==> config.mk <==
export PLATFORM = sky130hd
export DESIGN_NAME = connect4_move_sequencer
export DESIGN_NICKNAME = d
export VERILOG_FILES = /design/src/rtl/connect4_pkg.sv /design/src/rtl/connect4_win_checker.sv /design/src/rtl/connect4_move_sequencer.sv
export SDC_FILE = /design/constraint.sdc
export NUM_CORES = 1
export LEC_CHECK = 0
export CORE_MARGIN = 4
export CORE_UTILIZATION = 40
export CTS_CLUSTER_DIAMETER = 100
export DETAILED_ROUTE_END_ITERATION = 7
export GPL_TIMING_DRIVEN = 0
export SYNTH_ARGS = -nofsm -noshare
export SYNTH_HDL_FRONTEND = slang
export SYNTH_SLANG_ARGS = --single-unit
==> constraint.sdc <==
create_clock -name clk -period 6 [get_ports clk]
set_input_delay 1.2 -clock clk [delete_from_list [all_inputs] [get_ports clk]]
set_output_delay 1.2 -clock clk [all_outputs]
set_load 0.1 [all_outputs]
==> src/rtl/connect4_pkg.sv <==
// rtl/connect4_pkg.sv - shared types, codes and helpers for the 4x4 Connect4 move sequencer
package connect4_pkg;

  typedef enum logic [1:0] {
    IDLE  = 2'd0,
    PLACE = 2'd1,
    CHECK = 2'd2,
    OVER  = 2'd3
  } state_e;

  localparam logic [1:0] EMPTY = 2'b00;
  localparam logic [1:0] P1    = 2'b01;
  localparam logic [1:0] P2    = 2'b10;

  localparam logic [3:0] COL0   = 4'b1110;
  localparam logic [3:0] COL1   = 4'b1101;
  localparam logic [3:0] COL2   = 4'b1011;
  localparam logic [3:0] COL3   = 4'b0111;
  localparam logic [3:0] NO_COL = 4'b1111;

  localparam logic [2:0] COL_FULL = 3'd4;
  localparam logic [4:0] POS_NONE = 5'b11111;

  typedef struct packed {
    logic       hit;
    logic [1:0] col;
  } col_sel_t;

  // Only the four single-zero codes count as a column; everything else is noise.
  function automatic col_sel_t decode_col(input logic [3:0] sel);
    col_sel_t r;
    r.hit = 1'b1;
    r.col = 2'd0;
    case (sel)
      COL0:    r.col = 2'd0;
      COL1:    r.col = 2'd1;
      COL2:    r.col = 2'd2;
      COL3:    r.col = 2'd3;
      default: r.hit = 1'b0;
    endcase
    return r;
  endfunction

  function automatic logic [1:0] player_code(input logic player);
    return player ? P2 : P1;
  endfunction

endpackage

==> src/rtl/connect4_win_checker.sv <==
// rtl/connect4_win_checker.sv - combinational four-in-a-line detector for one player
module connect4_win_checker (
  input  logic [31:0] board_i,
  input  logic [1:0]  player_i,
  output logic        win_o
);

  logic [15:0] own;

  always_comb begin
    for (int i = 0; i < 16; i++) begin
      own[i] = (board_i[2*i +: 2] == player_i);
    end
    win_o = 1'b0;
    for (int k = 0; k < 4; k++) begin
      win_o |= &own[4*k +: 4];
      win_o |= own[k] & own[k+4] & own[k+8] & own[k+12];
    end
    win_o |= own[0] & own[5] & own[10] & own[15];
    win_o |= own[3] & own[6] & own[9]  & own[12];
  end

endmodule

==> src/rtl/connect4_move_sequencer.sv <==
// rtl/connect4_move_sequencer.sv - one-move-per-press turn controller owning board, fill counters and game result
module connect4_move_sequencer
  import connect4_pkg::*;
#(
  parameter logic START_PLAYER = 1'b0
) (
  input  logic        clk,
  input  logic        rst_n,
  input  logic        new_game,
  input  logic [3:0]  selected_column,
  output logic [11:0] counters,
  output logic [31:0] board,
  output logic [4:0]  column_position,
  output logic        current_player,
  output logic        move_valid,
  output logic        move_reject,
  output logic        game_over,
  output logic [1:0]  winner,
  output logic        draw
);

  state_e           state_q, state_d;
  logic [3:0]       sel_q;
  logic [3:0][2:0]  cnt_q, cnt_d;
  logic [31:0]      board_q, board_d;
  logic [1:0]       col_q, col_d;
  logic [4:0]       pos_q, pos_d;
  logic             player_q, player_d;
  logic             valid_q, valid_d;
  logic             reject_q, reject_d;
  logic             over_q, over_d;
  logic [1:0]       winner_q, winner_d;
  logic             draw_q, draw_d;

  col_sel_t         dec;
  logic             press, full, all_full, win;
  logic [1:0]       cur_code;
  logic [3:0]       drop_idx;

  assign dec      = decode_col(selected_column);
  assign press    = dec.hit && (sel_q == NO_COL);
  assign full     = (cnt_q[dec.col] == COL_FULL);
  assign all_full = (cnt_q[0] == COL_FULL) && (cnt_q[1] == COL_FULL) &&
                    (cnt_q[2] == COL_FULL) && (cnt_q[3] == COL_FULL);
  assign cur_code = player_code(player_q);
  assign drop_idx = {cnt_q[col_q][1:0], col_q};

  connect4_win_checker u_win (
    .board_i  (board_q),
    .player_i (cur_code),
    .win_o    (win)
  );

  always_ff @(posedge clk or negedge rst_n) begin
    if (!rst_n) begin
      state_q  <= IDLE;
      sel_q    <= NO_COL;
      cnt_q    <= '0;
      board_q  <= {16{EMPTY}};
      col_q    <= 2'd0;
      pos_q    <= POS_NONE;
      player_q <= START_PLAYER;
      valid_q  <= 1'b0;
      reject_q <= 1'b0;
      over_q   <= 1'b0;
      winner_q <= EMPTY;
      draw_q   <= 1'b0;
    end else begin
      state_q  <= state_d;
      sel_q    <= selected_column;
      cnt_q    <= cnt_d;
      board_q  <= board_d;
      col_q    <= col_d;
      pos_q    <= pos_d;
      player_q <= player_d;
      valid_q  <= valid_d;
      reject_q <= reject_d;
      over_q   <= over_d;
      winner_q <= winner_d;
      draw_q   <= draw_d;
    end
  end

  always_comb begin
    state_d = state_q;
    if (new_game) begin
      state_d = IDLE;
    end else begin
      case (state_q)
        IDLE:    if (press && !full) state_d = PLACE;
        PLACE:   state_d = CHECK;
        CHECK:   state_d = (win || all_full) ? OVER : IDLE;
        OVER:    state_d = OVER;
        default: state_d = IDLE;
      endcase
    end
  end

  // new_game overrides any in-flight move, so a press in PLACE/CHECK is simply lost.
  always_comb begin
    cnt_d    = cnt_q;
    board_d  = board_q;
    col_d    = col_q;
    pos_d    = pos_q;
    player_d = player_q;
    valid_d  = 1'b0;
    reject_d = 1'b0;
    over_d   = over_q;
    winner_d = winner_q;
    draw_d   = draw_q;
    if (new_game) begin
      cnt_d    = '0;
      board_d  = {16{EMPTY}};
      col_d    = 2'd0;
      pos_d    = POS_NONE;
      player_d = START_PLAYER;
      over_d   = 1'b0;
      winner_d = EMPTY;
      draw_d   = 1'b0;
    end else begin
      case (state_q)
        IDLE: begin
          if (press) begin
            if (full) reject_d = 1'b1;
            else      col_d    = dec.col;
          end
        end
        PLACE: begin
          board_d[{drop_idx, 1'b0} +: 2] = cur_code;
          cnt_d[col_q] = cnt_q[col_q] + 3'd1;
          pos_d        = {cnt_q[col_q], col_q};
          valid_d      = 1'b1;
        end
        CHECK: begin
          if (win) begin
            winner_d = cur_code;
            over_d   = 1'b1;
          end else if (all_full) begin
            draw_d = 1'b1;
            over_d = 1'b1;
          end else begin
            player_d = ~player_q;
          end
        end
        default: ;
      endcase
    end
  end

  assign counters        = cnt_q;
  assign board           = board_q;
  assign column_position = pos_q;
  assign current_player  = player_q;
  assign move_valid      = valid_q;
  assign move_reject     = reject_q;
  assign game_over       = over_q;
  assign winner          = winner_q;
  assign draw            = draw_q;

endmodule

== Word level (Yosys, flattened, before mapping) ==
Index checks and enable logic that the tools add are counted.
W data, S select, Z words.
Cells by class
  $mul: 0
  order comparisons: 3
  reductions and logical operators: 26
  mux-type cells: 45
  shifts and indexed selects: 2
  equality and inequality tests: 33
  div/mod/pow operators: 0
  $add $sub $neg: 2
  bitwise logic cells: 28
Operators by type and width (number)
  $mux W32: 2
  $bwmux W32: 1
  $eq A2 B2 Y1: 16
  $shift A2 B7 Y32 const A: 1
  $shiftx A2 B7 Y32: 1
  $mux W12: 2
  $mux W2: 11
  $and A1 B1 Y1: 18
  $mux W1: 18
  $eq A4 B4 Y1 const B: 4
  $reduce_and A4 Y1: 4
  $eq A3 B3 Y1 const B: 5
  $bmux W3 S2: 2
  $bwmux W12: 1
  $reduce_bool A2 Y1: 6
  $mux W5: 2
  $mux W3: 3
  $or A1 B1 Y1: 9
  $reduce_and A3 Y1: 3
  $pmux W2 S4: 1
  $neg A5 Y7: 1
  $demux W3 S2: 1
  $logic_and A1 B1 Y1: 6
  $lt A2 B3 Y1 const B: 2
  other kinds (15): 19
Storage, ports and cells
  bits in writable memories: 0
  memory bits (read-only): 0
  bits of input ports: 7
  flip-flop bits (word level): 64
  latch bits: 0
  memories kept: 0

== Logic depth before layout (Yosys ltp) ==
Gate-level depths: netlist of the first run.
  word-level depth: 18
  gate-level depth with buffers: 10
  gate-level depth less buffers: 9

== Hierarchy ==
From an unflattened synthesis of the first run, not the netlist that was laid out.
Second synthesis, totals
  cell total of the unflattened synthesis: 394
  area, all modules: 3797.4 sq um
Modules (own cells, without submodules)
  connect4_move_sequencer: area an instance 3265.6 sq um, seq. area each 1612.8 sq um, cells each 319, instances 1
  connect4_win_checker: area an instance 531.8 sq um, seq. area each 0.0 sq um, cells each 75, instances 1

== Worst setup path after synthesis of the first run ==
No wires, ideal clock.
  path kind: reg2reg
  from: reg cnt_q (netlist bit counters[0])
  to: reg board_q[23], in the netlist board[23]
  data required time: 5.868 ns
  cell stages (with the launch flop): 10
  path slack: 3.158 ns
  buffers on the path: 1
  arrival: 2.710 ns
  clock period less this slack: 2.842 ns
  path through: dfrtp_1 mux4_2 inv_1 ha_1 clkbuf_1 nand2_1 nor2_1 nand3_1 mux2i_1 nor2_1
On the way
  longest elaborated chain between the ends: 7
  elaborated cells on any way between the ends: 8
  classes of those cells: add/sub (1); shift (2); mux (5)
Ends and longest elaborated chain
  start, declared: line connect4_move_sequencer.sv:24  | logic [3:0][2:0] cnt_q, cnt_d;
  start signal, assigned: line connect4_move_sequencer.sv:71  | cnt_q <= cnt_d;
  $bmux W3 S2 (*): line connect4_move_sequencer.sv:46  | assign drop_idx = {cnt_q[col_q][1:0], col_q};
  $mux W3 (*)
  $neg A5 Y7 (*): line connect4_move_sequencer.sv:129  | board_d[{drop_idx, 1'b0} +: 2] = cur_code;
  $shiftx A2 B7 Y32 / $shift A2 B7 Y32 (equally long branches): line connect4_move_sequencer.sv:129
  $bwmux W32 (*): line connect4_move_sequencer.sv:129
  $mux W32 (*): line connect4_move_sequencer.sv:121  | case (state_q)
  $mux W32 (*): line connect4_move_sequencer.sv:111  | if (new_game) begin
  end signal, assigned: line connect4_move_sequencer.sv:59  | board_q <= {16{EMPTY}};
  end signal, assigned: line connect4_move_sequencer.sv:72  | board_q <= board_d;
  end, declared: line connect4_move_sequencer.sv:25  | logic [31:0] board_q, board_d;
Mark *: on every way between the ends. The rest lies on a longest branch, timed or not. The select of a mux whose other input is x is not followed.
A chain may end at the register's enable or synchronous reset.

== Worst setup path after layout of the first run ==
  from: reg col_q[0]
  to: reg board_q[23], in the netlist board[23]
On the way
  longest elaborated chain between the ends: 7
  elaborated cells on any way between the ends: 8
  classes of those cells: add/sub (1); shift (2); mux (5)
Ends and longest elaborated chain
  start, declared: line connect4_move_sequencer.sv:26  | logic [1:0] col_q, col_d;
  start signal, assigned: line connect4_move_sequencer.sv:73  | col_q <= col_d;
  $bmux W3 S2: line connect4_move_sequencer.sv:46
  $mux W3
  $neg A5 Y7 (*): line connect4_move_sequencer.sv:129
  $shiftx A2 B7 Y32 / $shift A2 B7 Y32 (equally long branches): line connect4_move_sequencer.sv:129
  $bwmux W32 (*): line connect4_move_sequencer.sv:129
  $mux W32 (*): line connect4_move_sequencer.sv:121
  $mux W32 (*): line connect4_move_sequencer.sv:111
Marked as above.

==> results of run 1 <==
-- through the flow --
step                       util  worst slack [ns]  hold WS [ns]
after floorplan               -              3.16         0.534
after global placement    0.503              1.55         0.474
after detailed placement  0.503              2.80         0.479
after CTS                 0.526              2.76         0.495
after global routing      0.526              2.46         0.506
final                     0.526              2.75         0.487
-- placed cells by master (no fill, tap or decap), types with 7 or more instances in the layout --
| master | netlist | final |
|---|---|---|
| clkbuf_8 | 0 | 11 |
| clkdlybuf4s50_1 | 0 | 61 |
| o22ai_1 | 13 | 13 |
| or3b_2 | 11 | 11 |
| clkbuf_1 | 12 | 13 |
| mux2i_1 | 14 | 14 |
| nand3b_1 | 7 | 7 |
| a21oi_1 | 18 | 18 |
| nor3_1 | 9 | 9 |
| a31oi_1 | 7 | 7 |
| nand2b_1 | 21 | 21 |
| dfstp_2 | 9 | 9 |
| nor2_1 | 38 | 38 |
| nand2_1 | 37 | 37 |
| nand3_1 | 24 | 24 |
| dfrtp_1 | 55 | 55 |
| ha_1 | 10 | 10 |
| inv_1 | 8 | 8 |
-- cell families after synthesis --
family	Yosys count	share of synthesized area
buffers and inverters	22	0.0228
flip-flops	64	0.439
adder cells (fa/ha/maj)	10	0.0341
AO/OA/AOI/OAI	81	0.154
multiplexers	18	0.0596
AND/OR/NAND/NOR	186	0.274
XOR/XNOR	6	0.0164
-- worst paths after layout --
path | startpoint | to | slack [ns] | depth (start not counted)
setup / recovery | col_q[0] | board[23] | 2.75 | 10
min in group asynchronous | rst_n | winner[1] | 0.93 | 1
setup reg to reg | col_q[0] | board[23] | 2.75 | 10
max in group asynchronous | rst_n | counters[1] | 4.51 | 1
hold / removal | column_position[4] | column_position[4] | 0.49 | 2
hold reg to reg | column_position[4] | column_position[4] | 0.49 | 2
-- routing by layer --
layer / GRT usage / part of all wire / vias up
li1: - / - / 1573
met1: 0.307 / 0.48 / 1650
met2: 0.324 / 0.44 / 129
met3: 0.0529 / 0.061 / 17
met4: 0.0712 / 0.018 / 0
met5: 0 / 0 / -
-- worst max-delay path: stages (launching register included) --
cell,delay [ns]
dfrtp_1,0.49
buf_2,0.31
mux4_2,0.60
inv_1,0.14
ha_1,0.16
clkbuf_1,0.37
nand2_1,0.13
nor2_1,0.41
nand3_1,0.23
mux2i_1,0.21
nor2_1,0.06
-- sequential cells by signal, indices dropped and copies added, names as in the netlist --
signal / flops
game_over: 1
move_valid: 1
current_player: 1
move_reject: 1
draw: 1
sel_q: 4
state_q: 2
board: 32
counters: 12
column_position: 5
col_q: 2
winner: 2
-- layout make-up --
cell class                      instances  area (sq um)
Fill cell                             813          4170
Inverter                                8          30.0
Timing Repair Buffer                   62           618
Clock inverter                          4          52.6
Multi-Input combinational cell        301          1980
Sequential cell                        64          1610
Tap cell                              108           135
Clock buffer                           12           155
Buffer                                 14          53.8
-- power by group through the flow --
stage / logic (W) / registers, W / clock network, W
5_1_grt: 0.0000490 / 0.000436 / 0.000412
4_1_cts: 0.0000450 / 0.000436 / 0.000394
6_report: 0.0000441 / 0.000436 / 0.000388
3_5_place_dp: 0.0000449 / 0.000444 / 0
3_3_place_gp: 0.0000444 / 0.000444 / 0
2_1_floorplan: 0.0000168 / 0.000448 / 0
==> key figures, run 1 <==
Floorplanning
  • Chip height: approximately 100 um
  • Starting Density: 0.417
  • Die area: roughly 11,000 sq um
  • Core Region: roughly 8800 sq um
  • IO Pins: 63
  • Die Wd: ~100 um
  • Floorplan row count: 34

Power
  • Total power: 0.000868 W
  • Clock power frac: 0.447
  • Switch share: 0.239
  • P_int: 0.000660 W
  • Leakage: around 1.8 nW
  • Combinational power share: 0.051
  • Cell Pwr Density: 187 nW/um^2
  • Switching power: around 0.00021 W
  • Worst IR Drop VDD: slightly below 0.0001 V
  • Flop pwr share: 0.502

Synthesis
  • Synth top area share: 0.375
  • Syn avg cell area: 9.49 sq um
  • Synth Cell Area: between 3000 and 4000 sq um
  • Synth Flop Type: dfrtp_1
  • Post-synth top area cell: dfrtp_1
  • Post-synth top cells: dfrtp_1 (55), nor2_1 (38), nand2_1 (37)
  • Post-Syn Nets: 404
  • Synth warnings: 0
  • Mapped Cells: between 300 and 400
  • Flops & latches, synth: 64
  • Top cells by area, synth: dfrtp_1 (37%), dfstp_2 (6.4%), nor2_1 (3.9%), mux2i_1 (3.8%), nand2_1 (3.8%)
  • Seq/Total Area, Yosys: 0.439
  • Async SR Flop Fraction: 1.00
  • EDFF count, synth: 0
  • Synth unique cells: between 50 and 60
  • Most frequent cell after synthesis: dfrtp_1

Min path
  • Tightest Hold Check Type: flop to flop

Global routing
  • Largest net degree at the start of global routing: 65
  • First-pass GRT wire length: between 15 and 20 mm
  • Number of global-route vias before repair: 3,495
  • GRT Total Usage: 0.216
  • Initial antenna violation count: 0
  • GR Overflow Total: 0

STA
  • RSZ-0062 raised after global routing: false
  • # setup viols final: 0
  • Final hold violation count: 0
  • Fin crit period: between 3 and 4 ns
  • Worst-margin pin slew: around 1.3 ns
  • Clk_skew: 0.00712 ns
  • Fmax: about 310 MHz
  • Max-slew headroom: 0.150
  • Final Max Slew Viols: 0
  • Period utilization: 0.542
  • Final TNS setup: 0 ns

Routing
  • 1st-iter DRT viols: ~220
  • Via count: between 3,000 and 4,000
  • Routed wire per std cell: 19.6 um
  • Final wirelength: about 11 mm
  • Router iterations before antenna repair: 5
  • Final routed DRC violation total: 0
  • Vias per cell: 5.88
  • Post-DRT Antenna Nets: 0

Job
  • Maximum capacitance violations: 0

Critical path
  • Startpoint types: flop
  • Crit path kind: flop to flop
  • Crit-path max FO: 10
  • Worst path arrival time: around 3.5 ns
  • Worst setup EP type: flop
  • Worst path required time: slightly above 6 ns

Clock network
  • Resize count post-CTS: 0
  • Root Buffer Master: clkbuf_8
  • TritonCTS Buffers: 9
  • CTS Sinks: between 60 and 70
  • Post-CTS setup buffers: 0
  • CTS tree: built
  • Worst-path clk slew: about 0.070 ns
  • Cts hold-fix bufs: 0
  • H-tree depth: 3
  • Skew-Pair Late Insertion Delay: 0.34 ns
  • Bufs on Longest Clock Path: 2

Finish
  • Post-route cell area: about 4600 sq um
  • Final Net Count: ~480
  • Final Instance Count excl. Fillers: 573
  • Area grow syn2layout: 26.2%
  • Ratio of cells with drive above 1 in the final layout: 0.105
  • # diodes: 0

Place
  • Detailed placer's ending HPWL: around 8 mm
  • Placed cell areas: 4430 sq um
  • RD Place Congestion: 0.851
  • Placed Instances: about 560
  • PortBufs: 62

Run status
  • Status: finished clean
Power figures use the tool's default switching activity.
==> run 2, diff against run 1 <==
==> constraint.sdc (replaced) <==
create_clock -name clk -period 3.26 [get_ports clk]
set_input_delay 0.652 -clock clk [delete_from_list [all_inputs] [get_ports clk]]
set_output_delay 0.652 -clock clk [all_outputs]
set_load 0.1 [all_outputs]
==> run 2 against run 1 <==
Critical path depth decreased by 2; largest power group unchanged; maximum frequency increased by 5.9%; first-iteration DRC count decreased by 11%; final cell count unchanged; sequential power increased by 84%; clock-buffer cell count unchanged; non-clock buffer count unchanged; total power increased by 84%; clock skew increased by 0.0010 ns; hold slack got worse by 0.11 ns; design area increased by 0.38%.
==> key figures, run 2 (synthesis gave the netlist of run 1 again) <==
Job
  • Maximum capacitance violations: 0 (unchanged)

Floorplanning
  • Chip height: 104 um (unchanged)
  • Die Wd: 104 um (unchanged)
  • Core Region: 8810 sq um (unchanged)
  • IO Pins: 63 (unchanged)
  • Floorplan row count: 34 (unchanged)
  • Die area: 10,800 sq um (unchanged)
  • Starting Density: 0.417 (unchanged)

Power
  • Cell Pwr Density: 343 nW/um^2 (+83%)
  • Leakage: 1.84 nW (+0.30%)
  • Worst IR Drop VDD: 0.000180 V (+84%)

STA
  • WHS: 0.380 ns (-0.107 ns)
  • Final Max Slew Viols: 0 (unchanged)
  • Fmax: 325 MHz (+5.9%)
  • Final TNS setup: 0 ns (unchanged)
  • RSZ-0062 raised after global routing: false
  • Final hold violation count: 0 (unchanged)
  • Max-slew headroom: 0.344 (+0.193)
  • Worst-margin pin slew: 0.981 ns (-0.281 ns)
  • Fin crit period: 3.07 ns (-0.180 ns)
  • Period utilization: 0.943 (+0.401)
  • Clk_skew: 0.00817 ns (+0.00104 ns)
  • # setup viols final: 0 (unchanged)

Global routing
  • Initial antenna violation count: 0 (unchanged)
  • GRT Total Usage: 0.216 (unchanged)
  • Number of global-route vias before repair: 3,495 (unchanged)
  • Largest net degree at the start of global routing: 65 (unchanged)
  • First-pass GRT wire length: 18.6 mm (unchanged)
  • GR Overflow Total: 0 (unchanged)

Clock network
  • TritonCTS Buffers: 9 (unchanged)
  • Root Buffer Master: clkbuf_8
  • CTS Sinks: 64 (unchanged)
  • H-tree depth: 3 (unchanged)
  • Resize count post-CTS: 0 (unchanged)
  • Skew-Pair Late Insertion Delay: 0.35 ns (about the same)
  • Worst-path clk slew: 0.07 ns (about the same)
  • Cts hold-fix bufs: 0 (unchanged)
  • Bufs on Longest Clock Path: 2 (unchanged)
  • CTS tree: built
  • Post-CTS setup buffers: 0 (unchanged)

Critical path
  • Worst path max stage delay: 0.60 ns (about the same)
  • Worst path arrival time: 3.31 ns (-0.15 ns)
  • Crit-path max FO: 10 (unchanged)
  • Slowest-stage cell, CP: mux4_2
  • Startpoint types: flop
  • Worst path required time: 3.50 ns (-2.70 ns)
  • Worst-path cell chain: buf_2 -> mux4_2 -> inv_1 -> ha_1 -> nand2b_1 -> nor2_1 -> nand3_1 -> a32o_1
  • CP delay by family, top: simple AND/OR/NAND/NOR gates
  • Crit path kind: flop to flop
  • CP Buf/Inv Count: 2 (-1)
  • Worst setup EP type: flop

Finish
  • Ratio of cells with drive above 1 in the final layout: 0.116 (+0.0108)
  • Commonest non-fill, non-tap cell in the layout: clkdlybuf4s50_1
  • Final Net Count: 477 (unchanged)
  • Area grow syn2layout: 26.6%
  • Max FFs per register: 32 (unchanged)
  • # diodes: 0 (unchanged)
  • Most frequent cells in the layout: clkdlybuf4s50_1 (61), dfrtp_1 (55), nand2_1 (37)
  • Fill count: 809 (-0.49%)

Routing
  • 1st-iter DRT viols: 195 (-11%)
  • Vias per cell: 5.88 (unchanged)
  • Via count: 3,369 (unchanged)
  • Final wirelength: 11.2 mm (+0.19%)
  • Post-DRT Antenna Nets: 0 (unchanged)
  • Routed wire per std cell: 19.6 um (+0.19%)
  • Router iterations before antenna repair: 5 (unchanged)
  • Final routed DRC violation total: 0 (unchanged)

Place
  • Detailed placer's ending HPWL: 8.16 mm (unchanged)
  • PortBufs: 62 (unchanged)
  • RD Place Congestion: 0.851 (unchanged)

Run status
  • Status: finished clean

Min path
  • Tightest Hold Check Type: input port to asynchronous set/reset pin
-- run 2: final cells by class --
cell class              instances  area, sq um  share of cell area
multi-input cells             301         1990               0.428
flip-flops and latches         64         1610               0.347
repair buffers                 62          618               0.133
clock buffers                  12          155              0.0334
well taps                     108          135              0.0291
plain buffers                  14         55.1              0.0118
clock inverters                 4         52.6              0.0113
inverters                       8         30.0             0.00646
-- run 2: power by group --
part / switching [W] / internal, W
registers: 0.00000198 / 0.000800
logic: 0.0000619 / 0.0000197
clock network: 0.000318 / 0.000395
-- run 2: worst register-to-register path, cell delays in order, from the launching register on --
cell	delay, ns
dfrtp_1	0.50
buf_2	0.32
mux4_2	0.60
inv_1	0.14
ha_1	0.25
nand2b_1	0.22
nor2_1	0.43
nand3_1	0.21
a32o_1	0.30
-- run 2: path summary, 6_finish.rpt --
check	from	endpoint	slack (ns)	depth (start not counted)
setup / recovery	col_q[0]	board[29]	0.19	8
hold / removal	rst_n	winner[1]	0.38	1
setup reg to reg	col_q[0]	board[29]	0.19	8
min in group clk	column_position[4]	column_position[4]	0.49	2
max in group asynchronous	rst_n	counters[1]	2.33	1
hold reg to reg	column_position[4]	column_position[4]	0.49	2
-- run 2: through the flow --
step	instances	power (W)	cell area (sq um)	setup slack, ns	utilization
after floorplan	387	0.000855	3670	0.418	-
after global placement	557	0.000899	4430	-0.638	0.503
after detailed placement	557	0.000900	4430	0.0611	0.503
after CTS	573	0.00161	4630	0.0383	0.526
after global routing	573	0.00165	4650	0.0120	0.528
final	573	0.00160	4650	0.185	0.528
-- run 2: metal layers --
metal,up-vias,share of wire,GRT usage
li1,1575,-,-
met1,1664,0.49,0.307
met2,110,0.44,0.324
met3,20,0.054,0.0529
met4,0,0.019,0.0712
met5,-,0,0
